### src/rtl/lcd_inst_pkg.sv
// Shared LCD command constants, power-up sequence, bus payload and arbiter state type.
package lcd_inst_pkg;

  localparam int unsigned LCD_DATA_W   = 8;
  localparam int unsigned LCD_INIT_LEN = 3;

  localparam logic [LCD_DATA_W-1:0] LCD_CMD_FUNC_SET = 8'h38;  // 8-bit bus, 2 lines, 5x8 font
  localparam logic [LCD_DATA_W-1:0] LCD_CMD_DISP_ON  = 8'h0C;  // display on, cursor off
  localparam logic [LCD_DATA_W-1:0] LCD_CMD_CLEAR    = 8'h01;

  localparam logic [LCD_INIT_LEN-1:0][LCD_DATA_W-1:0] LCD_INIT_SEQ =
    {LCD_CMD_CLEAR, LCD_CMD_DISP_ON, LCD_CMD_FUNC_SET};

  typedef enum logic [1:0] {
    INIT,
    IDLE,
    GRANT
  } arb_state_e;

  typedef struct packed {
    logic                  address;
    logic [LCD_DATA_W-1:0] data;
  } lcd_wr_t;

  // Constant-index lookup keeps the out-of-range index explicit.
  function automatic logic [LCD_DATA_W-1:0] init_byte(input logic [1:0] idx);
    case (idx)
      2'd0:    return LCD_INIT_SEQ[0];
      2'd1:    return LCD_INIT_SEQ[1];
      2'd2:    return LCD_INIT_SEQ[2];
      default: return '0;
    endcase
  endfunction

endpackage

### src/rtl/lcd_bus_arbiter.sv
// Two-requester round-robin arbiter in front of an Avalon-MM LCD controller,
// which first plays the power-up command sequence.
module lcd_bus_arbiter
  import lcd_inst_pkg::*;
#(
  parameter int unsigned TIMEOUT = 255
) (
  input  logic                  clk,
  input  logic                  reset_n,
  input  logic                  req0,
  input  logic                  req1,
  input  logic                  addr0,
  input  logic                  addr1,
  input  logic [LCD_DATA_W-1:0] data0,
  input  logic [LCD_DATA_W-1:0] data1,
  input  logic                  last0,
  input  logic                  last1,
  output logic                  ack0,
  output logic                  ack1,
  output logic                  address,
  output logic                  chipselect,
  output logic                  byteenable,
  output logic                  read,
  output logic                  write,
  output logic [LCD_DATA_W-1:0] writedata,
  input  logic                  waitrequest,
  output logic                  init_done
);

  localparam int unsigned CNT_W = 8;

  arb_state_e       state, state_nxt;
  logic [1:0]       init_idx, init_idx_nxt;
  logic             gnt, gnt_nxt;
  logic             last_srv, last_srv_nxt;
  logic [CNT_W-1:0] idle_cnt, idle_cnt_nxt;
  logic             init_done_nxt;
  logic             sel_req, sel_last, accept;
  lcd_wr_t          sel_wr;

  always_ff @(posedge clk or negedge reset_n) begin
    if (!reset_n) begin
      state     <= INIT;
      init_idx  <= '0;
      gnt       <= 1'b0;
      last_srv  <= 1'b1;
      idle_cnt  <= '0;
      init_done <= 1'b0;
    end else begin
      state     <= state_nxt;
      init_idx  <= init_idx_nxt;
      gnt       <= gnt_nxt;
      last_srv  <= last_srv_nxt;
      idle_cnt  <= idle_cnt_nxt;
      init_done <= init_done_nxt;
    end
  end

  always_comb begin
    state_nxt     = state;
    init_idx_nxt  = init_idx;
    gnt_nxt       = gnt;
    last_srv_nxt  = last_srv;
    idle_cnt_nxt  = idle_cnt;
    init_done_nxt = init_done;
    write         = 1'b0;
    address       = 1'b0;
    writedata     = '0;
    ack0          = 1'b0;
    ack1          = 1'b0;
    accept        = 1'b0;
    sel_req       = gnt ? req1 : req0;
    sel_last      = gnt ? last1 : last0;
    sel_wr.address = gnt ? addr1 : addr0;
    sel_wr.data    = gnt ? data1 : data0;

    unique case (state)
      INIT: begin
        write     = 1'b1;
        writedata = init_byte(init_idx);
        if (!waitrequest) begin
          if (init_idx == 2'(LCD_INIT_LEN - 1)) begin
            state_nxt     = IDLE;
            init_idx_nxt  = '0;
            init_done_nxt = 1'b1;
          end else begin
            init_idx_nxt = init_idx + 2'd1;
          end
        end
      end

      IDLE: begin
        if (req0 || req1) begin
          // On a tie the requester not served last wins.
          gnt_nxt      = (req0 && req1) ? ~last_srv : req1;
          idle_cnt_nxt = '0;
          state_nxt    = GRANT;
        end
      end

      GRANT: begin
        write     = sel_req;
        address   = sel_wr.address;
        writedata = sel_req ? sel_wr.data : '0;
        accept    = sel_req && !waitrequest;
        ack0      = accept && !gnt;
        ack1      = accept && gnt;
        idle_cnt_nxt = sel_req ? '0 : idle_cnt + CNT_W'(1);
        // Message ends on its last accepted byte, or is abandoned after TIMEOUT idle cycles.
        if ((accept && sel_last) || (!sel_req && idle_cnt == CNT_W'(TIMEOUT - 1))) begin
          state_nxt    = IDLE;
          last_srv_nxt = gnt;
          idle_cnt_nxt = '0;
        end
      end

      default: state_nxt = INIT;
    endcase

    // Reset must kill an in-flight write immediately, not at the next edge.
    if (!reset_n) begin
      write     = 1'b0;
      address   = 1'b0;
      writedata = '0;
      ack0      = 1'b0;
      ack1      = 1'b0;
    end
  end

  assign chipselect = write;
  assign read       = 1'b0;
  assign byteenable = 1'b1;

endmodule

### config.mk
export PLATFORM = sky130hd
export DESIGN_NAME = lcd_bus_arbiter
export DESIGN_NICKNAME = d
export VERILOG_FILES = /design/src/rtl/lcd_inst_pkg.sv /design/src/rtl/lcd_bus_arbiter.sv
export SDC_FILE = /design/constraint.sdc
export NUM_CORES = 1
export LEC_CHECK = 0
export ABC_AREA = 1
export BUFFER_PORTS_ARGS = -buffer_cell sky130_fd_sc_hd__buf_2
export CORE_MARGIN = 1
export CORE_UTILIZATION = 51
export CTS_BUF_LIST = sky130_fd_sc_hd__clkbuf_2
export CTS_CLUSTER_DIAMETER = 30
export DETAILED_ROUTE_END_ITERATION = 12
export GPL_TIMING_DRIVEN = 0
export MAX_ROUTING_LAYER = met4
export PLACE_DENSITY = 0.8
export SLEW_MARGIN = 20
export SYNTH_ARGS = -nofsm -noshare
export SYNTH_HDL_FRONTEND = slang
export SYNTH_SLANG_ARGS = --single-unit
### constraint.sdc
create_clock -name clk -period 1.93 [get_ports clk]
set_clock_uncertainty 0.2 [all_clocks]
set_input_delay 0 -clock clk [delete_from_list [all_inputs] [get_ports clk]]
set_output_delay 0 -clock clk [all_outputs]
set_load 0.01 [all_outputs]
==> results of run 1 <==
==> worst min-delay path, delay by kind of cell <==
kind            cells  cell delay [ps]
compound gates      1               60
buf+inv             1               90
simple gates        5              350
==> registers in the layout, indices dropped and copies added, names as in the netlist <==
| register | cells |
|---|---|
| idle_cnt | 8 |
| init_idx | 2 |
| state | 2 |
| gnt | 1 |
| init_done | 1 |
| last_srv | 1 |
==> metrics by stage <==
| stage | instance area [um2] | hold WS, ps |
|---|---|---|
| final | 1460 | 1.24 |
| after global routing | 1460 | 102 |
| after CTS | 1430 | 19.8 |
| after detailed placement | 1360 | -273 |
| after global placement | 1360 | -279 |
| after floorplan | 1140 | -496 |
==> metal layers <==
layer	global-route usage	routed length (um)
met1	0.274	1160
met2	0.443	1290
met3	0.0405	178
met4	0.0931	38
met5	-	0
==> path summary, 6_finish.rpt <==
kind                           start            to  slack (ps)  cells past startpoint
min                            last0      last_srv           1                      7
min in group asynchronous    reset_n   idle_cnt[3]          70                      2
max in group asynchronous    reset_n           gnt        1000                      2
min reg2reg                init_done     init_done         280                      1
max reg2reg                 last_srv           gnt         320                      4
max                              gnt  writedata[3]         110                      8
==> layout by cell type (no fill, tap or decap), types with 3 or more instances in the layout <==
cell type      instances
buf_2                 40
nand2_1               38
inv_1                 25
nor2_1                21
nand3_1               14
dfrtp_1               13
a21oi_1                8
buf_4                  7
o21bai_1               7
dlygate4sd3_1          5
o21ai_0                4
o21ai_1                3
nor4_1                 3
xor2_1                 3
clkbuf_2               3
==> power breakdown <==
| group | total [W] | internal, W | switching [W] |
|---|---|---|---|
| clock network | 0.000153 | 0.0000469 | 0.000106 |
| registers | 0.000481 | 0.000410 | 0.0000718 |
| logic | 0.000875 | 0.000354 | 0.000521 |
==> cells by family after synthesis <==
kind of cell	Yosys count
buffers and inverters	33
AOI/OAI and AO/OA	28
and+or+nand+nor	83
muxes	2
adders and majority gates	2
other	2
xor gates and xnor gates	3
DFF	15
==> repair_timing <==
item | CTS | global route
setup endpoints to repair | 0 | 6
buffers inserted | 0 | 3
endpoints found under the hold margin | 21 | 0
resized for setup | 0 | 3
hold buffers | 5 | 0
==> area by class of cell <==
class | instances | area (um2) | area share
flip-flops and latches | 15 | 378 | 0.259
clock inverters | 1 | 5.00 | 0.00343
repair buffers | 46 | 263 | 0.180
clock buffers | 3 | 15.0 | 0.0103
plain buffers | 7 | 51.3 | 0.0352
multi-input cells | 120 | 616 | 0.422
inverters | 26 | 97.6 | 0.0669
well taps | 27 | 33.8 | 0.0232
==> results.md, run 1 <==
## Run status
* **result of the run** complete, no violations

## Routing
* **DR vias** 1,205
* **first-pass iteration count of the detailed router** 4
* **drt drc** 0
* **final routed wirelength across all metal layers** 2.67 mm
* **average via count per standard cell** 4.92
* **final antenna-violating net count** 0
* **detail-routed net length per standard cell** 10.9 um
* **Detailed Route Iter0 Violations** 9

## Synth
* **fraction of synthesized cell area in xor and xnor cells** 0.0231
* **synthesized-area fraction occupied by adder cells** 0.0220
* **area share of the largest cell type after synthesis** 0.308
* **proportion of register bits with asynchronous set or reset after synthesis** 1.00
* **synthesized-area fraction occupied by ao, oa, aoi and oai cells** 0.151
* **library cell with the highest instance count after synthesis** nand2_1
* **mux cell area share after synthesis** 0.0176
* **Post-Synthesis Cells** 168
* **count of different cell masters after synthesis** 29
* **most frequent cells after synthesis** 39 x nand2_1, 25 x inv_1, 22 x nor2_1
* **most area-hungry cell type in the Yosys netlist** dfrtp_1
* **biggest area contributors in the synthesized netlist** dfrtp_1 31%, nand2_1 13%, inv_1 8.3%, nor2_1 7.3%, nand3_1 6.2%
* **combinational family with the most area after synthesis** simple AND/OR/NAND/NOR gates
* **Yosys warning count** 0
* **netlist area before placement** 0.00114 mm2
* **number of synthesized register bits** 15
* **number of enable-type register cells in the synthesized netlist** 0
* **Top FF cell, synth** dfrtp_1
* **share of synthesized cell area in and, or, nand and nor gates** 0.317
* **net count of the mapped netlist** 195
* **Mapped Avg Cell Area** 6.76 um2
* **share of the yosys chip area belonging to registers** 0.331

## Timing
* **Final min period** 1820 ps
* **slew at the pin closest to its max-slew limit** 671 ps
* **Max Slew Vio Count** 0
* **relative slew slack** 0.551
* **final critical-path setup slack** 106 ps
* **fin crit share** 0.945
* **Final Hold Fails** 0
* **f_max** 548 MHz
* **Total Neg Setup Slack** 0 ps
* **Final setup viols** 0
* **setup repair after global routing missed its margin** false

## Critical path
* **type of the worst setup path** reg2out
* **standard cell with the maximum stage delay on the critical path** dfrtp_2
* **Worst Path Buf+Inv** 4
* **Worst Path Arrival** 1620 ps
* **required time at the worst-slack endpoint** 1730 ps
* **cells traversed along the worst timing path** buf_4, buf_4, nand2_1, a21boi_0, o22ai_1, inv_1, nor2_1, buf_2
* **largest incremental delay on the critical path** 460 ps
* **top cell family by delay on the critical path** buffers and inverters
* **maximum net fanout on the critical path** 10
* **element type at the critical path end** output port
* **element type at the critical path start** flip-flop
* **cell mode on critical path** buf_4

## Cells and area
* **share of the core filled with cells** 0.722
* **fin cells** 245
* **area growth from synthesis to final layout** 28.4%
* **nets** 246
* **share of final-layout standard cells stronger than drive strength 1** 0.280
* **Diodes inserted** 0
* **Layout fillers** 166

## Placed design
* **number of buffers added on ports** 38
* **pre-CTS setup slack** 411 ps
* **weighted congestion at the end of routability-driven global placement** 0.838
* **detailed placement HPWL** 2.03 mm
* **placed insts** 233

## Clock network
* **TritonCTS clock tree** built
* **clock insertion delay at the later pin of the skew report** 300 ps
* **CTS Buf Count** 3
* **maximum count of clock buffers along a single path** 2
* **clock edge transition at the registers on the reported setup and hold paths** 150 ps
* **# H-tree levels** 1
* **CTS sink count** 15
* **clock root buffer** clkbuf_2

## Pwr
* **leakage power summed over all cells** 0.764 nW
* **overall power after layout** 0.00151 W
* **power per standard cell area** 1030 mW/mm2
* **worst ir drop on vdd** 746 uV

## Global routing
* **via count of the first global-routing pass** 1,114
* **wire length of the first global-routing pass** 4.58 mm
* **global-route usage over all layers** 0.248
* **GR Overflow Total** 0
* **antenna violations before repair** 0
* **largest net degree at the start of global routing** 16

## Floorplan
* **standard-cell row count** 16
* **die outline area** 0.00242 mm2
* **die extent in x** 49.2 um
* **standard cell core area** 0.00202 mm2
* **floorplan die height** 49.2 um
* **initial cell density of the core** 0.562
* **I/O pin cnt** 41

## Hold path
* **worst min-delay path class** in2reg

## Job
* **max-cap violation count** 0

Note: power is estimated with default switching activity, not from simulation.
==> inputs of run 2 (changes only) <==
--- a/config.mk
+++ b/config.mk
@@ -8,13 +8,12 @@
 export ABC_AREA = 1
 export BUFFER_PORTS_ARGS = -buffer_cell sky130_fd_sc_hd__buf_2
 export CORE_MARGIN = 1
-export CORE_UTILIZATION = 51
-export CTS_BUF_LIST = sky130_fd_sc_hd__clkbuf_2
+export CORE_UTILIZATION = 49
 export CTS_CLUSTER_DIAMETER = 30
 export DETAILED_ROUTE_END_ITERATION = 12
 export GPL_TIMING_DRIVEN = 0
 export MAX_ROUTING_LAYER = met4
-export PLACE_DENSITY = 0.8
+export PLACE_DENSITY = 0.77
 export SLEW_MARGIN = 20
 export SYNTH_ARGS = -nofsm -noshare
 export SYNTH_HDL_FRONTEND = slang
==> run 2 against run 1 <==
  * First-iteration DRC count grew to 5.1 times the previous value
  * Worst setup slack gained 44 ps
  * Fmax grew 2.5%
  * Sequential power is essentially flat
  * Highest routed layer unchanged
  * Non-clock buffer count shrank 2
  * Combinational power shrank 4.0%
  * Critical path depth grew 1
  * Die area grew 3.9%
  * Global-route usage shrank 1.7 points
  * Design area shrank 0.77%
  * Clock power grew 12%
  * Clock-buffer cell count grew 1
==> results.md, run 2 (synthesis gave the netlist of run 1 again) <==
## Run status
* **result of the run** complete, no violations

## Cells and area
* **Most flops, register** idle_cnt
* **Diodes inserted** 0
* **final instance area** 0.00145 mm2
* **most frequent cells in the layout** 40 x buf_2, 38 x nand2_1, 25 x inv_1
* **most common cell after layout, fill and taps aside** buf_2
* **nets** 244
* **share of the core filled with cells** 0.661
* **area growth from synthesis to final layout** 27.4%
* **max reg flops** 8
* **registers with the most flip-flops** idle_cnt (8), init_idx (2), state (2)
* **share of final-layout standard cells stronger than drive strength 1** 0.259

## Routing
* **average via count per standard cell** 4.89
* **final antenna-violating net count** 0
* **DR vias** 1,192
* **Detailed Route Iter0 Violations** 46
* **first-pass iteration count of the detailed router** 4
* **detail-routed net length per standard cell** 10.3 um
* **final routed wirelength across all metal layers** 2.52 mm
* **drt drc** 0

## Global routing
* **antenna violations before repair** 0
* **largest net degree at the start of global routing** 16
* **GR Overflow Total** 0
* **via count of the first global-routing pass** 1,062
* **global-route usage over all layers** 0.231
* **wire length of the first global-routing pass** 4.36 mm

## Timing
* **fin crit share** 0.922
* **Final Hold Fails** 0
* **Max Slew Vio Count** 0
* **Total Neg Setup Slack** 0 ps
* **Final setup viols** 0
* **slew at the pin closest to its max-slew limit** 655 ps
* **relative slew slack** 0.562
* **f_max** 562 MHz
* **setup repair after global routing missed its margin** false
* **tightest hold margin** 35.5 ps
* **Final min period** 1780 ps

## Floorplan
* **die extent in x** 50.2 um
* **standard cell core area** 0.00219 mm2
* **die outline area** 0.00252 mm2
* **I/O pin cnt** 41
* **standard-cell row count** 17
* **initial cell density of the core** 0.519
* **floorplan die height** 50.2 um

## Clock network
* **CTS Buf Count** 3
* **# H-tree levels** 1
* **clock insertion delay at the later pin of the skew report** 280 ps
* **clock edge transition at the registers on the reported setup and hold paths** 80 ps
* **TritonCTS clock tree** built
* **CTS sink count** 15
* **clock root buffer** clkbuf_4
* **maximum count of clock buffers along a single path** 2

## Critical path
* **element type at the critical path start** flip-flop
* **top cell family by delay on the critical path** flip-flops
* **Worst Path Buf+Inv** 4
* **total number of cells along the worst setup path** 9
* **standard cell with the maximum stage delay on the critical path** dfrtp_1
* **Worst R2R Start** last_srv
* **Register-to-Register Path Depth** 4
* **required time at the worst-slack endpoint** 1730 ps
* **Worst Path Arrival** 1580 ps
* **cells traversed along the worst timing path** inv_2, nand2_1, nand2_2, nand2_1, buf_6, o21ai_1, inv_1, nor2_1, buf_2
* **element type at the critical path end** output port
* **cell mode on critical path** nand2_1
* **type of the worst setup path** reg2out
* **largest incremental delay on the critical path** 430 ps
* **start point of the critical path** gnt
* **maximum net fanout on the critical path** 10

## Job
* **max-cap violation count** 0

## Placed design
* **detailed placement HPWL** 1.98 mm
* **weighted congestion at the end of routability-driven global placement** 0.817
* **number of buffers added on ports** 38
* **Post-DP Area** 0.00136 mm2

## Hold path
* **source of the worst hold timing path** last0
* **worst min-delay path class** in2reg
* **Hold Path Stages** 7

## Pwr
* **power per standard cell area** 1030 mW/mm2
* **worst ir drop on vdd** 818 uV
* **leakage power summed over all cells** 0.754 nW

==> run 2: cell types whose count changed in the layout (fill, tap and decap cells not counted) <==
cell	previous run	this run
clkbuf_4	0	3
clkbuf_1	0	1
buf_4	7	5
dfrtp_1	13	14
clkbuf_2	3	0
nor2_2	1	0
nor2_1	21	22
dfrtp_2	1	0
clkinv_2	1	0
==> run 2: routing by layer <==
layer  routed length (um)  vias to the layer above  track usage
li1                     -                      624            -
met1                 1230                      527        0.310
met2                 1110                       37        0.362
met3                  148                        4       0.0364
met4                   23                        0       0.0619
met5                    0                        -            -
==> run 2: final timing paths <==
| path | to | slack, ps |
|---|---|---|
| setup / recovery | writedata[4] | 150 |
| hold / removal | last_srv | 40 |
| setup reg to reg | gnt | 340 |
| hold reg to reg | last_srv | 270 |
| max in group asynchronous | init_idx[1] | 1020 |
| min in group asynchronous | gnt | 90 |
==> run 2: layout make-up <==
type	count	area (um2)
clock buffer	4	26.3
fill	196	743
inverter	26	97.6
tap	28	35.0
buffer	7	51.3
timing repair buffer	44	248
multi-input combinational	120	613
sequential	15	377
==> run 2: tightest hold or removal path: cells and delay by family <==
kind            cells  cell delay [ps]
buf+inv             1              100
compound gates      1               60
simple gates        5              360
==> run 2: power by group <==
part           total [W]  switching (W)  leakage, nW  internal [W]
logic           0.000840       0.000512        0.545      0.000328
registers       0.000484      0.0000756        0.194      0.000408
clock network   0.000171      0.0000908       0.0150     0.0000802
==> run 2: stage by stage <==
step	setup slack, ps	instances	power (W)
2_1_floorplan	571	168	0.00107
3_3_place_gp	461	234	0.00127
3_5_place_dp	418	234	0.00130
4_1_cts	115	243	0.00149
5_1_grt	6.20	244	0.00165
6_report	150	244	0.00150
==> run 2: what timing repair did <==
action / CTS / global route
resized for setup: 0 / 1
hold endpoints to repair: 21 / 0
endpoints found under the setup margin: 0 / 2
hold buffers: 5 / 0
buffers inserted: 0 / 1
==> inputs of run 3 (changes only) <==
--- a/config.mk
+++ b/config.mk
@@ -5,15 +5,14 @@
 export SDC_FILE = /design/constraint.sdc
 export NUM_CORES = 1
 export LEC_CHECK = 0
-export ABC_AREA = 1
 export BUFFER_PORTS_ARGS = -buffer_cell sky130_fd_sc_hd__buf_2
 export CORE_MARGIN = 1
-export CORE_UTILIZATION = 49
+export CORE_UTILIZATION = 48
 export CTS_CLUSTER_DIAMETER = 30
 export DETAILED_ROUTE_END_ITERATION = 12
 export GPL_TIMING_DRIVEN = 0
 export MAX_ROUTING_LAYER = met4
-export PLACE_DENSITY = 0.77
+export PLACE_DENSITY = 0.76
 export SLEW_MARGIN = 20
 export SYNTH_ARGS = -nofsm -noshare
 export SYNTH_HDL_FRONTEND = slang
==> run 3 against run 2 <==
  * Design area increased by 1.3%
  * Critical path type is now reg2reg
  * Worst setup slack got worse by 70 ps
  * Critical endpoint is now last_srv
  * Register-to-register slack got worse by 260 ps
  * Clock power increased by 5%
  * First-iteration DRC count decreased by 57%
  * Clock-buffer cell count unchanged
  * Via count decreased by 5.9%
  * Final cell count decreased by 15%
  * Non-clock buffer count increased by 6
==> results.md, run 3 <==
## Cells and area
* **area growth from synthesis to final layout** 34.9%
* **most common cell after layout, fill and taps aside** buf_2
* **fin cells** 208
* **max reg flops** 8
* **share of final-layout standard cells stronger than drive strength 1** 0.376
* **registers with the most flip-flops** idle_cnt (8), init_idx (2), state (2)
* **Layout fillers** 161
* **most frequent cells in the layout** 40 x buf_2, 15 x nor2_1, 14 x dfrtp_1
* **Diodes inserted** 0
* **Most flops, register** idle_cnt
* **nets** 209
* **share of the core filled with cells** 0.718

## Timing
* **Max Slew Vio Count** 0
* **final critical-path setup slack** 80.8 ps
* **Total Neg Setup Slack** 0 ps
* **slew at the pin closest to its max-slew limit** 641 ps
* **fin crit share** 0.958
* **setup repair after global routing missed its margin** true
* **Final setup viols** 0
* **Final Hold Fails** 0
* **f_max** 541 MHz
* **relative slew slack** 0.571
* **Final min period** 1850 ps

## Global routing
* **largest net degree at the start of global routing** 15
* **busiest layer in global routing** met2
* **wire length of the first global-routing pass** 4.37 mm
* **met2 global-route usage** 0.428
* **met1 Resource Use GR** 0.273
* **GR Overflow Total** 0
* **via count of the first global-routing pass** 1,018
* **antenna violations before repair** 0
* **GR Layer Usage met3** 0.0309
* **global-route usage over all layers** 0.242

## Clock network
* **CTS Buf Count** 3
* **CTS sink count** 15
* **maximum count of clock buffers along a single path** 2
* **clock insertion delay at the later pin of the skew report** 290 ps
* **clock root buffer** clkbuf_4
* **TritonCTS clock tree** built
* **clock edge transition at the registers on the reported setup and hold paths** 90 ps
* **# H-tree levels** 1

## Job
* **max-cap violation count** 0

## Routing
* **detail-routed net length per standard cell** 13.0 um
* **first-pass iteration count of the detailed router** 5
* **final routed wirelength across all metal layers** 2.70 mm
* **Detailed Route Iter0 Violations** 20
* **DR vias** 1,122
* **average via count per standard cell** 5.39
* **drt drc** 0
* **final antenna-violating net count** 0

## Critical path
* **setup slack on the worst flop-to-flop path** 80 ps
* **maximum net fanout on the critical path** 6
* **standard cell with the maximum stage delay on the critical path** dfrtp_1
* **type of the worst setup path** reg2reg
* **element type at the critical path end** flip-flop
* **critical path capture point** last_srv
* **largest incremental delay on the critical path** 440 ps
* **Register-to-Register Path Depth** 6
* **required time at the worst-slack endpoint** 1950 ps
* **Worst Path Arrival** 1870 ps
* **element type at the critical path start** flip-flop
* **end of the worst register-to-register path** last_srv
* **Worst R2R Start** idle_cnt[0]
* **cells traversed along the worst timing path** inv_1, ha_1, nand3_1, or2_0, o32ai_1, mux2_2
* **start point of the critical path** idle_cnt[0]

## Floorplan
* **die outline area** 0.00246 mm2
* **standard cell core area** 0.00204 mm2
* **initial cell density of the core** 0.532
* **die extent in x** 49.6 um
* **standard-cell row count** 16
* **floorplan die height** 49.6 um
* **I/O pin cnt** 41

## Placed design
* **pre-CTS setup slack** 94.3 ps
* **weighted congestion at the end of routability-driven global placement** 0.780
* **placed insts** 192
* **number of buffers added on ports** 38
* **detailed placement HPWL** 1.95 mm

## Pwr
* **Logic pwr share** 0.591
* **relative contribution of sequential cells to total power** 0.296
* **internal power** 0.000939 W
* **leakage power summed over all cells** 0.707 nW
* **worst ir drop on vdd** 700 uV
* **switching power as a share of total power** 0.405
* **power per standard cell area** 1080 mW/mm2
* **overall power after layout** 0.00158 W
* **power dissipated by switching net loads** 0.000640 W
* **clock power share** 0.114

## Hold path
* **worst min-delay path class** in2reg

## Synth
* **Post-Synthesis Cells** 127
* **netlist area before placement** 0.00109 mm2
* **number of enable-type register cells in the synthesized netlist** 0
* **most area-hungry cell type in the Yosys netlist** dfrtp_1
* **biggest area contributors in the synthesized netlist** dfrtp_1 32%, mux2_2 7.2%, a21oi_1 6.0%, mux2i_1 5.5%, nor2_1 5.2%
* **share of the yosys chip area belonging to registers** 0.346
* **count of different cell masters after synthesis** 39
* **Top FF cell, synth** dfrtp_1
* **net count of the mapped netlist** 154
* **library cell with the highest instance count after synthesis** nor2_1
* **proportion of register bits with asynchronous set or reset after synthesis** 1.00
* **Mapped Avg Cell Area** 8.56 um2
* **most frequent cells after synthesis** 15 x nor2_1, 14 x dfrtp_1, 13 x a21oi_1
* **area share of the largest cell type after synthesis** 0.322
* **number of synthesized register bits** 15
* **Yosys warning count** 0

## Run status
* **result of the run** complete, no violations

run 3: changes by cell type in the layout (fill, tap and decap cells not counted), sizes merged, moves of 5 or more:
cell    previous run  this run
nand2             40         8
a21oi              8        13
inv               26         6
o21bai             7         1
nor2              23        16
nand3             14         5
mux2i              2         7
mux2               0         7
run 3: metrics by stage:
| step | instance area (um2) | hold slack (ps) |
|---|---|---|
| floorplan | 1090 | -496 |
| finish | 1470 | 24.4 |
| global route | 1470 | 50.7 |
| detailed placement | 1310 | -260 |
| global placement | 1310 | -260 |
| CTS | 1420 | 18.0 |
run 3: power by group through the flow:
stage	sequential (W)	combinational [W]	clock (W)
CTS	0.000462	0.000857	0.000186
global placement	0.000463	0.000789	0
finish	0.000467	0.000933	0.000179
floorplan	0.000459	0.000606	0
global route	0.000479	0.00103	0.000202
detailed placement	0.000469	0.000813	0
run 3: logic make-up after synthesis:
kind of cell,share of synthesized area
other,0.00691
buffers and inverters,0.0656
DFF,0.346
adders and majority gates,0.0230
and+or+nand+nor,0.227
muxes,0.148
AOI/OAI and AO/OA,0.183
run 3: worst max-delay path: cells and delay by family, from the launching register on:
kind | cells | cell delay (ps)
AOI/OAI and AO/OA | 1 | 170
adders and majority gates | 1 | 140
buffers and inverters | 1 | 80
DFF | 1 | 440
muxes | 1 | 380
and+or+nand+nor | 2 | 380
run 3: cell type report:
type / count / area (um2) / share of cell area
clock buffers: 4 / 26.3 / 0.0179
flip-flops and latches: 15 / 377 / 0.257
repair buffers: 50 / 298 / 0.203
inverters: 6 / 22.5 / 0.0154
plain buffers: 7 / 55.1 / 0.0375
well taps: 27 / 33.8 / 0.0230
multi-input cells: 99 / 654 / 0.446
run 3: worst min path at each step:
stage / end / startpoint / depth (start not counted)
final: state[1] / last0 / 5
after global routing: last_srv / reset_n / 2
after CTS: state[1] / last0 / 5
after detailed placement: init_idx[0] / reset_n / 1
after global placement: init_done / reset_n / 1
after floorplan: gnt / reset_n / 0
run 3: routing by layer:
layer	part of all wire	vias to the layer above
met5	0	-
met4	0.013	0
met3	0.052	6
met2	0.50	36
met1	0.44	522
li1	-	558
run 3: what timing repair did:
action                                  CTS  global route
pin swaps                                 1             0
endpoints found under the setup margin    4             9
gates resized for setup                   1             6
buffers inserted                          1             4
hold endpoints to repair                 20             0
hold buffers                              7             0
